$ cat config.mk
export PLATFORM = sky130hd
export DESIGN_NAME = counter_arbiter
export DESIGN_NICKNAME = d
export VERILOG_FILES = /design/src/rtl/counter_arbiter.sv
export SDC_FILE = /design/constraint.sdc
export NUM_CORES = 1
export LEC_CHECK = 0
export ABC_CLOCK_PERIOD_IN_PS = 1560
export CAP_MARGIN = 30
export CORE_MARGIN = 4
export CORE_UTILIZATION = 45
export CTS_CLUSTER_DIAMETER = 40
export CTS_CLUSTER_SIZE = 10
export DETAILED_ROUTE_END_ITERATION = 6
export PLACE_DENSITY_LB_ADDON = 0.15
export SLEW_MARGIN = 25
export SYNTH_ARGS = -nofsm -noshare
export SYNTH_HDL_FRONTEND = slang
export SYNTH_SLANG_ARGS = --single-unit
$ cat constraint.sdc
create_clock -name clk -period 1.56 [get_ports clk]
set_input_delay 0.312 -clock clk [delete_from_list [all_inputs] [get_ports clk]]
set_output_delay 0.312 -clock clk [all_outputs]
set_load 0.1 [all_outputs]
$ cat src/rtl/counter_arbiter.sv
// Two-requester round-robin arbiter that runs up/down step bursts on an
// external counter, aborting a burst when the observed count crosses a guard.
// Ports:
//   clk, rst          clock, synchronous active-high reset
//   req0/req1         level burst requests, held until granted
//   dir0/dir1         requested direction (1 = up, 0 = down)
//   len0/len1         requested step count
//   cnt               observed counter value (signed)
//   gnt0/gnt1         one-cycle grant pulses
//   mode              direction driven to the counter
//   busy              high while a burst is in flight
//   done              one-cycle burst-complete pulse
//   abort             burst ended early by guard (valid with done)
//   steps             steps executed in the last burst (valid with done)
module counter_arbiter #(
    parameter int HI_GUARD = 229,
    parameter int LO_GUARD = -221
) (
    input  logic              clk,
    input  logic              rst,
    input  logic              req0,
    input  logic              req1,
    input  logic              dir0,
    input  logic              dir1,
    input  logic [3:0]        len0,
    input  logic [3:0]        len1,
    input  logic signed [9:0] cnt,
    output logic              gnt0,
    output logic              gnt1,
    output logic              mode,
    output logic              busy,
    output logic              done,
    output logic              abort,
    output logic [3:0]        steps
);

    localparam int unsigned LEN_W = 4;
    localparam int unsigned CNT_W = 10;
    localparam logic signed [CNT_W-1:0] HI_LIM = CNT_W'(HI_GUARD);
    localparam logic signed [CNT_W-1:0] LO_LIM = CNT_W'(LO_GUARD);

    typedef enum logic [1:0] {
        IDLE = 2'd0,
        RUN  = 2'd1,
        DONE = 2'd2
    } state_t;

    state_t             state, state_nx;
    logic               sel, sel_nx;
    logic               last, last_nx;
    logic               run_dir, run_dir_nx;
    logic [LEN_W-1:0]   run_len, run_len_nx;
    logic [LEN_W-1:0]   run_cnt, run_cnt_nx;
    logic               run_abort, run_abort_nx;
    logic               gnt0_nx, gnt1_nx, mode_nx, busy_nx, done_nx, abort_nx;
    logic [LEN_W-1:0]   steps_nx;

    logic               pick_c;
    logic               guard_c;
    logic [LEN_W-1:0]   req_len_c;
    logic               req_dir_c;

    // Round-robin pick: on contention serve the requester not served last.
    assign pick_c    = (req0 && req1) ? ~last : req1;
    assign req_len_c = pick_c ? len1 : len0;
    assign req_dir_c = pick_c ? dir1 : dir0;
    assign guard_c   = run_dir ? (cnt > HI_LIM) : (cnt < LO_LIM);

    // State and registered outputs
    always_ff @(posedge clk) begin
        if (rst) begin
            state     <= IDLE;
            sel       <= 1'b0;
            last      <= 1'b1;
            run_dir   <= 1'b1;
            run_len   <= '0;
            run_cnt   <= '0;
            run_abort <= 1'b0;
            gnt0      <= 1'b0;
            gnt1      <= 1'b0;
            mode      <= 1'b1;
            busy      <= 1'b0;
            done      <= 1'b0;
            abort     <= 1'b0;
            steps     <= '0;
        end else begin
            state     <= state_nx;
            sel       <= sel_nx;
            last      <= last_nx;
            run_dir   <= run_dir_nx;
            run_len   <= run_len_nx;
            run_cnt   <= run_cnt_nx;
            run_abort <= run_abort_nx;
            gnt0      <= gnt0_nx;
            gnt1      <= gnt1_nx;
            mode      <= mode_nx;
            busy      <= busy_nx;
            done      <= done_nx;
            abort     <= abort_nx;
            steps     <= steps_nx;
        end
    end

    // Next-state and next-output logic
    always_comb begin
        state_nx     = state;
        sel_nx       = sel;
        last_nx      = last;
        run_dir_nx   = run_dir;
        run_len_nx   = run_len;
        run_cnt_nx   = run_cnt;
        run_abort_nx = run_abort;
        gnt0_nx      = 1'b0;
        gnt1_nx      = 1'b0;
        mode_nx      = mode;
        done_nx      = 1'b0;
        abort_nx     = abort;
        steps_nx     = steps;

        unique case (state)
            IDLE: begin
                if (req0 || req1) begin
                    sel_nx       = pick_c;
                    run_dir_nx   = req_dir_c;
                    run_len_nx   = req_len_c;
                    run_cnt_nx   = '0;
                    run_abort_nx = 1'b0;
                    gnt0_nx      = ~pick_c;
                    gnt1_nx      = pick_c;
                    if (req_len_c == '0) begin
                        // Empty burst: skip RUN, mode left untouched
                        state_nx = DONE;
                    end else begin
                        state_nx = RUN;
                        mode_nx  = req_dir_c;
                    end
                end
            end
            RUN: begin
                // Guard wins over length completion and the cycle is not counted
                if (guard_c) begin
                    run_abort_nx = 1'b1;
                    state_nx     = DONE;
                end else begin
                    run_cnt_nx = run_cnt + LEN_W'(1);
                    if (run_cnt + LEN_W'(1) == run_len) begin
                        state_nx = DONE;
                    end
                end
            end
            DONE: begin
                // Publish burst result and record who was served
                done_nx  = 1'b1;
                steps_nx = run_cnt;
                abort_nx = run_abort;
                last_nx  = sel;
                state_nx = IDLE;
            end
            default: state_nx = IDLE;
        endcase

        busy_nx = (state_nx != IDLE);
    end

endmodule

==> results.toml, run 1 <==
[synth]
synth.area.mux_share_pct = 4.62
syn_nets = 143
synth_cell_type_count = 37
synth_xor_area_share_pct = 4.85
synth_seq_cells = 24
yosysSeqAreaShare_pct = 44.3
ys_warn_count = 0
syn_area_sq_um = 1080
synth_top_family_by_area = "compound AO/OA/AOI/OAI gates"
synth_fa_ha_area_share_pct = 1.15
avgSynthCellArea_sq_um = 9.18
synth_compound_area_share_pct = 25.8
synth-simple-area-share_pct = 17.1
synthCells = 118

[place]
placed_area_sq_um = 1680
routabilityCongestion = 0.794
port_buffers = 33
placed_cells = 193
hpwl_um = 2220

[critical_path]
cp_top_family = "compound AO/OA/AOI/OAI gates"
cp-startpoint = "last"
worstPathMaxFanout = 6
rr_worst_depth = 5
cp.required_ns = 1.78
r2r-end = "state[0]"
r2r_start = "last"
r2r_slack_ns = 0.08
slowest_stage = "dfxtp_2"
crit_path_end_kind = "register"
endpoint = "state[0]"
crit_path_cell_trace = "a21boi_2 -> buf_6 -> mux2i_2 -> nand4_1 -> a32o_1"
path_depth = 5
slowest_delay_ns = 0.35
path_class = "reg -> reg"
start_kind = "register"
cp.arrival_ns = 1.70
crit_buf_inv = 1

[timing]
tns_ns = 0
period_share_pct = 95.1
skew_ns = 0.00213
fmax_ghz = 0.674
fin_crit_ns = 1.48
worst_slew_pin_slew_ns = 0.443
rsz0062_at_grt = "false"
setup_viol = 0
maxSlewViolCount = 0
slew_headroom_pct = 70.3
hold_viol = 0

[run_status]
outcome = "complete, no violations"

[detailed_routing]
dr.pass1.iters = 4
drt_iter0_drc = 17
met1Wirelength_um = 1190
wl_um = 3320
dr_wl_met2_um = 1920
ant_nets = 0
vias = 1155
routed-wl-met3_um = 115
avgViaCountPerCell = 5.66
highest_layer = "met4"
post-route-drc-count = 0
wl_per_cell_um = 16.3

[global_route]
antenna_found_initial = 1
grt.total_usage_pct = 19.7
first_global_vias = 1200
grt_max_degree = 16
grt_pass1_wl_um = 5150
overflow = 0

[floorplan]
die_area_sq_um = 3260
start_util_pct = 48.1
pin_count = 34
fp-row-count = 17
die_h_um = 57.1
chipWidth_um = 57.1
coreArea_sq_um = 2250

[pwr]
p_per_area_nw_per_um2 = 1040
p_leak_nw = 0.771
power.total_mw = 1.96
ir_worst_vdd_uv = 999

[flow_run]
cap_violations = 0

[final_layout]
area_growth_pct = 74.7
finalNetCount = 201
final_common_cell = "dfxtp_1"
drive_gt1_share_pct = 30.3
fillCellCount = 126
fin_cells = 204
fin_area_sq_um = 1890
most-common-layout-cells = "dfxtp_1 (23), buf_4 (19), nand2_1 (18)"

[worst_hold_path]
hold_class = "reg -> reg"

[clock_network]
clk_pin_slew_worst_paths_ns = 0.14
cts_buffer_depth = 2
cts_made_buffers = 3
cts-root-buf = "clkbuf_4"
clock-sinks = 24
cts_tree = "yes"
htreeDepth = 1
insertion_delay_ns = 0.31
tightest hold or removal path: stages (launching register included):
cell and delay (ns):
dfxtp_1 0.35, nand2_1 0.06, a21oi_1 0.05
Yosys cell counts:
master     instances  area [sq um]
buf_1              1          3.75
o21a_1             1          7.51
dfxtp_1           24           480
ha_1               1          12.5
o41ai_1            2          17.5
nand2b_1           3          18.8
o21ai_1            1          5.00
nand3_1            2          10.0
o211ai_1           1          7.51
inv_1              2          7.51
clkinv_1           1          3.75
nor2_1            12          45.0
buf_2              1          5.00
mux2i_1            5          50.1
o2111ai_1          3          26.3
a41oi_1            1          8.76
a41oi_2            1          16.3
o22ai_4            1          20.0
a211oi_1           4          30.0
a21boi_2           1          11.3
a32oi_1            1          8.76
xor2_1             2          17.5
o32ai_1            1          8.76
nand4_1            1          6.26
nand2_1           18          67.6
o31ai_1            2          15.0
clkbuf_1           1          3.75
o21ai_0            1          5.00
nor3_2             1          10.0
a21oi_1            9          45.0
a32o_1             1          10.0
nor3_1             3          15.0
a211o_1            1          8.76
xnor2_1            4          35.0
a2111oi_2          1          15.0
a211oi_2           1          12.5
and3_1             2          12.5
where the power goes:
| part | internal [mW] | switching, mW | total (mW) |
|---|---|---|---|
| Clock | 0.259 | 0.189 | 0.448 |
| Sequential | 0.684 | 0.0652 | 0.749 |
| Combinational | 0.341 | 0.423 | 0.764 |
final cells by class:
class | count | area [sq um] | area share (%)
clock inverter | 1 | 30.0 | 1.59
timing repair buffer | 55 | 628 | 33.2
multi-input combinational | 89 | 682 | 36.0
sequential | 24 | 482 | 25.4
antenna | 1 | 2.50 | 0.132
clock buffer | 3 | 22.5 | 1.19
tap | 28 | 35.0 | 1.85
inverter | 3 | 11.3 | 0.595
how the worst min path moves through the flow:
| stage | from | end | cells past startpoint |
|---|---|---|---|
| after floorplan | run_abort | abort | 2 |
| after global placement | sel | sel | 2 |
| after detailed placement | run_abort | abort | 2 |
| after CTS | run_abort | abort | 2 |
| after global routing | last | last | 2 |
| final | run_abort | abort | 2 |
repair_timing:
action | 4_1_cts | 5_1_grt
endpoints found under the setup margin | 8 | 7
setup buffers | 2 | 3
gates cloned | 1 | 0
hold buffers | 0 | 0
resized for setup | 17 | 12
pin swaps | 5 | 12
registers in the layout (all words and copies together), names as in the netlist:
signal     cells
run_dir        1
sel            1
steps          4
run_abort      1
done           1
run_len        4
gnt1           1
state          2
run_cnt        4
gnt0           1
last           1
mode           1
abort          1
busy           1
layer usage:
metal  up-vias  track usage [%]
li1        555                -
met1       558             19.7
met2        34             40.5
met3         8             3.39
met4         0             5.63
met5         -                0
metrics by stage:
stage                     util [%]  hold WS, ns  worst slack (ns)
after floorplan                  -        0.432             0.114
after global placement        74.4        0.450            -0.489
after detailed placement      74.4        0.460            -0.552
after CTS                     80.9        0.481           -0.0201
after global routing          84.0        0.518           0.00664
final                         84.0        0.485            0.0760
cells by family after synthesis:
| logic type | count (synthesis) |
|---|---|
| flops | 24 |
| compound gates | 34 |
| simple gates | 42 |
| fa+ha+maj | 1 |
| mux | 5 |
| buf+inv | 6 |
| xor+xnor | 6 |
No activity file was read; power rests on OpenSTA's default activity.
==> inputs of run 2 (changes only) <==
--- a/config.mk
+++ b/config.mk
@@ -5,10 +5,12 @@
 export SDC_FILE = /design/constraint.sdc
 export NUM_CORES = 1
 export LEC_CHECK = 0
-export ABC_CLOCK_PERIOD_IN_PS = 1560
+export ABC_CLOCK_PERIOD_IN_PS = 1700
 export CAP_MARGIN = 30
+export CELL_PAD_IN_SITES_DETAIL_PLACEMENT = 1
+export CELL_PAD_IN_SITES_GLOBAL_PLACEMENT = 1
 export CORE_MARGIN = 4
-export CORE_UTILIZATION = 45
+export CORE_UTILIZATION = 33
 export CTS_CLUSTER_DIAMETER = 40
 export CTS_CLUSTER_SIZE = 10
 export DETAILED_ROUTE_END_ITERATION = 6
==> constraint.sdc (replaced) <==
create_clock -name clk -period 1.7 [get_ports clk]
set_input_delay 0.34 -clock clk [delete_from_list [all_inputs] [get_ports clk]]
set_output_delay 0.34 -clock clk [all_outputs]
set_load 0.1 [all_outputs]
==> run 2 against run 1 <==
  * Wire length is 16% higher
  * Worst setup slack worse by 0.044 ns
  * Total power is 6.6% lower
  * Critical path type is now in -> reg
  * Largest cell class unchanged
==> results.toml, run 2 (same netlist as run 1, synthesis figures left out) <==
[run_status]
outcome = "complete, no violations"

[floorplan]
pin_count = 34
coreArea_sq_um = 3100
die_h_um = 65.3
fp-row-count = 20
die_area_sq_um = 4260
chipWidth_um = 65.3
start_util_pct = 34.9

[final_layout]
most-common-layout-cells = "dfxtp_1 (24), buf_4 (20), nand2_1 (18)"
post-route-util_pct = 61.5
area_growth_pct = 76.2
drive_gt1_share_pct = 30.1
n_antenna_cell = 0
finalNetCount = 202
fin_area_sq_um = 1910
reg.largest.list = "run_cnt x4, run_len x4, steps x4"
final_common_cell = "dfxtp_1"

[critical_path]
r2r-end = "state[1]"
endpoint = "state[1]"
crit_path_end_kind = "register"
cp.arrival_ns = 1.89
crit_path_cell_trace = "clkdlybuf4s50_1 -> o31ai_2 -> a21oi_2 -> o22ai_4 -> buf_6 -> a41oi_2 -> o32ai_2"
r2r_start = "run_cnt[1]"
start_kind = "primary input"
worstPathMaxFanout = 5
slowest_delay_ns = 0.48
cp-startpoint = "cnt[7]"
cp.required_ns = 1.93
rr_worst_depth = 5
slowest_stage = "clkdlybuf4s50_1"
r2r_slack_ns = 0.06
path_class = "in -> reg"

[timing]
period_share_pct = 98.1
maxSlewViolCount = 0
fin_crit_ns = 1.67
hold_viol = 0
tns_ns = 0
fmax_ghz = 0.600
worst_slew_pin_slew_ns = 0.449
setup_viol = 0
skew_ns = 0.00452
final.setup.worst_slack_ns = 0.0323
slew_headroom_pct = 70.0

[detailed_routing]
dr.pass1.iters = 4
avgViaCountPerCell = 5.33
wl_per_cell_um = 17.5
wl_um = 3850
vias = 1173
ant_nets = 0
post-route-drc-count = 0
drt_iter0_drc = 37

[clock_network]
cts_tree = "yes"
htreeDepth = 1
insertion_delay_ns = 0.31
clk_pin_slew_worst_paths_ns = 0.14
clock-sinks = 24
cts-root-buf = "clkbuf_4"
cts_made_buffers = 3
cts_buffer_depth = 2

[pwr]
internal-power_mw = 1.19
p_per_area_nw_per_um2 = 960
p_leak_nw = 0.769
p_comb_share_pct = 39.9
ir_worst_vdd_uv = 472
swShare_pct = 35.2
power.net_switching_mw = 0.645
seqPwrFrac_pct = 37.4
power.total_mw = 1.83
clkPwrFrac_pct = 22.7

[global_route]
antenna_found_initial = 0
overflow = 0
grt_pass1_wl_um = 6060
grt_max_degree = 16
first_global_vias = 1286
grt.total_usage_pct = 18.4

[place]
hpwl_um = 2620
placed_area_sq_um = 1680
routabilityCongestion = 0.705
dp_slack_ns = -0.488
port_buffers = 33

[worst_hold_path]
hold_class = "reg -> reg"

[flow_run]
cap_violations = 0
-- run 2: cell types whose count changed in the layout (fill, tap and decap cells not counted), sizes merged --
cell and change:
clkdlybuf4s50 +3, dlygate4sd2 -3, buf +1, diode -1
-- run 2: timing repair --
action | CTS | global route
pin swaps | 6 | 7
endpoints found under the hold margin | 0 | 0
resized for setup | 7 | 17
buffers inserted | 5 | 3
hold buffers | 0 | 0
cloned | 1 | 0
setup endpoints to repair | 4 | 6
-- run 2: power groups by stage --
stage                     Sequential [mW]  Combinational [mW]  Clock, mW
final                               0.685               0.732      0.416
after global routing                0.695               0.782      0.441
after CTS                           0.685               0.682      0.427
after detailed placement            0.698               0.640          0
after global placement              0.693               0.614          0
after floorplan                     0.796               0.252          0
-- run 2: cell type report --
| class | count | area [sq um] |
|---|---|---|
| Tap cell | 44 | 55.1 |
| Multi-Input combinational cell | 89 | 671 |
| Clock inverter | 1 | 30.0 |
| Fill cell | 366 | 1190 |
| Timing Repair Buffer | 56 | 639 |
| Clock buffer | 3 | 22.5 |
| Sequential cell | 24 | 480 |
| Inverter | 3 | 11.3 |
-- run 2: stage by stage --
stage,hold WS (ns),cells
floorplan,0.432,118
global placement,0.454,207
detailed placement,0.463,207
CTS,0.483,217
global route,0.526,220
finish,0.483,220
-- run 2: worst min path at each step --
stage,from,slack [ns],end,cells after the start
after global routing,sel,0.53,sel,2
after CTS,sel,0.48,sel,2
after global placement,sel,0.45,sel,2
after floorplan,run_abort,0.43,abort,2
after detailed placement,sel,0.46,sel,2
final,run_abort,0.48,abort,2
-- run 2: critical path, delay by kind of cell --
family / cells / cell delay, ns
compound gates: 5 / 0.92
buf+inv: 2 / 0.62
-- run 2: layer usage --
layer | track usage (%) | vias to the layer above | share of wire, %
met5 | 0 | - | 0
met4 | 6.22 | 0 | 1.8
met3 | 3.08 | 8 | 3.5
met2 | 37.3 | 37 | 58
met1 | 18.5 | 573 | 37
li1 | - | 555 | -
==> inputs of run 3 (changes only) <==
--- a/config.mk
+++ b/config.mk
@@ -15,7 +15,7 @@
 export CTS_CLUSTER_SIZE = 10
 export DETAILED_ROUTE_END_ITERATION = 6
 export PLACE_DENSITY_LB_ADDON = 0.15
-export SLEW_MARGIN = 25
+export SLEW_MARGIN = 20
 export SYNTH_ARGS = -nofsm -noshare
 export SYNTH_HDL_FRONTEND = slang
 export SYNTH_SLANG_ARGS = --single-unit
==> results of run 3 <==
Final layout, timing and power as in run 2 (identical DEF).
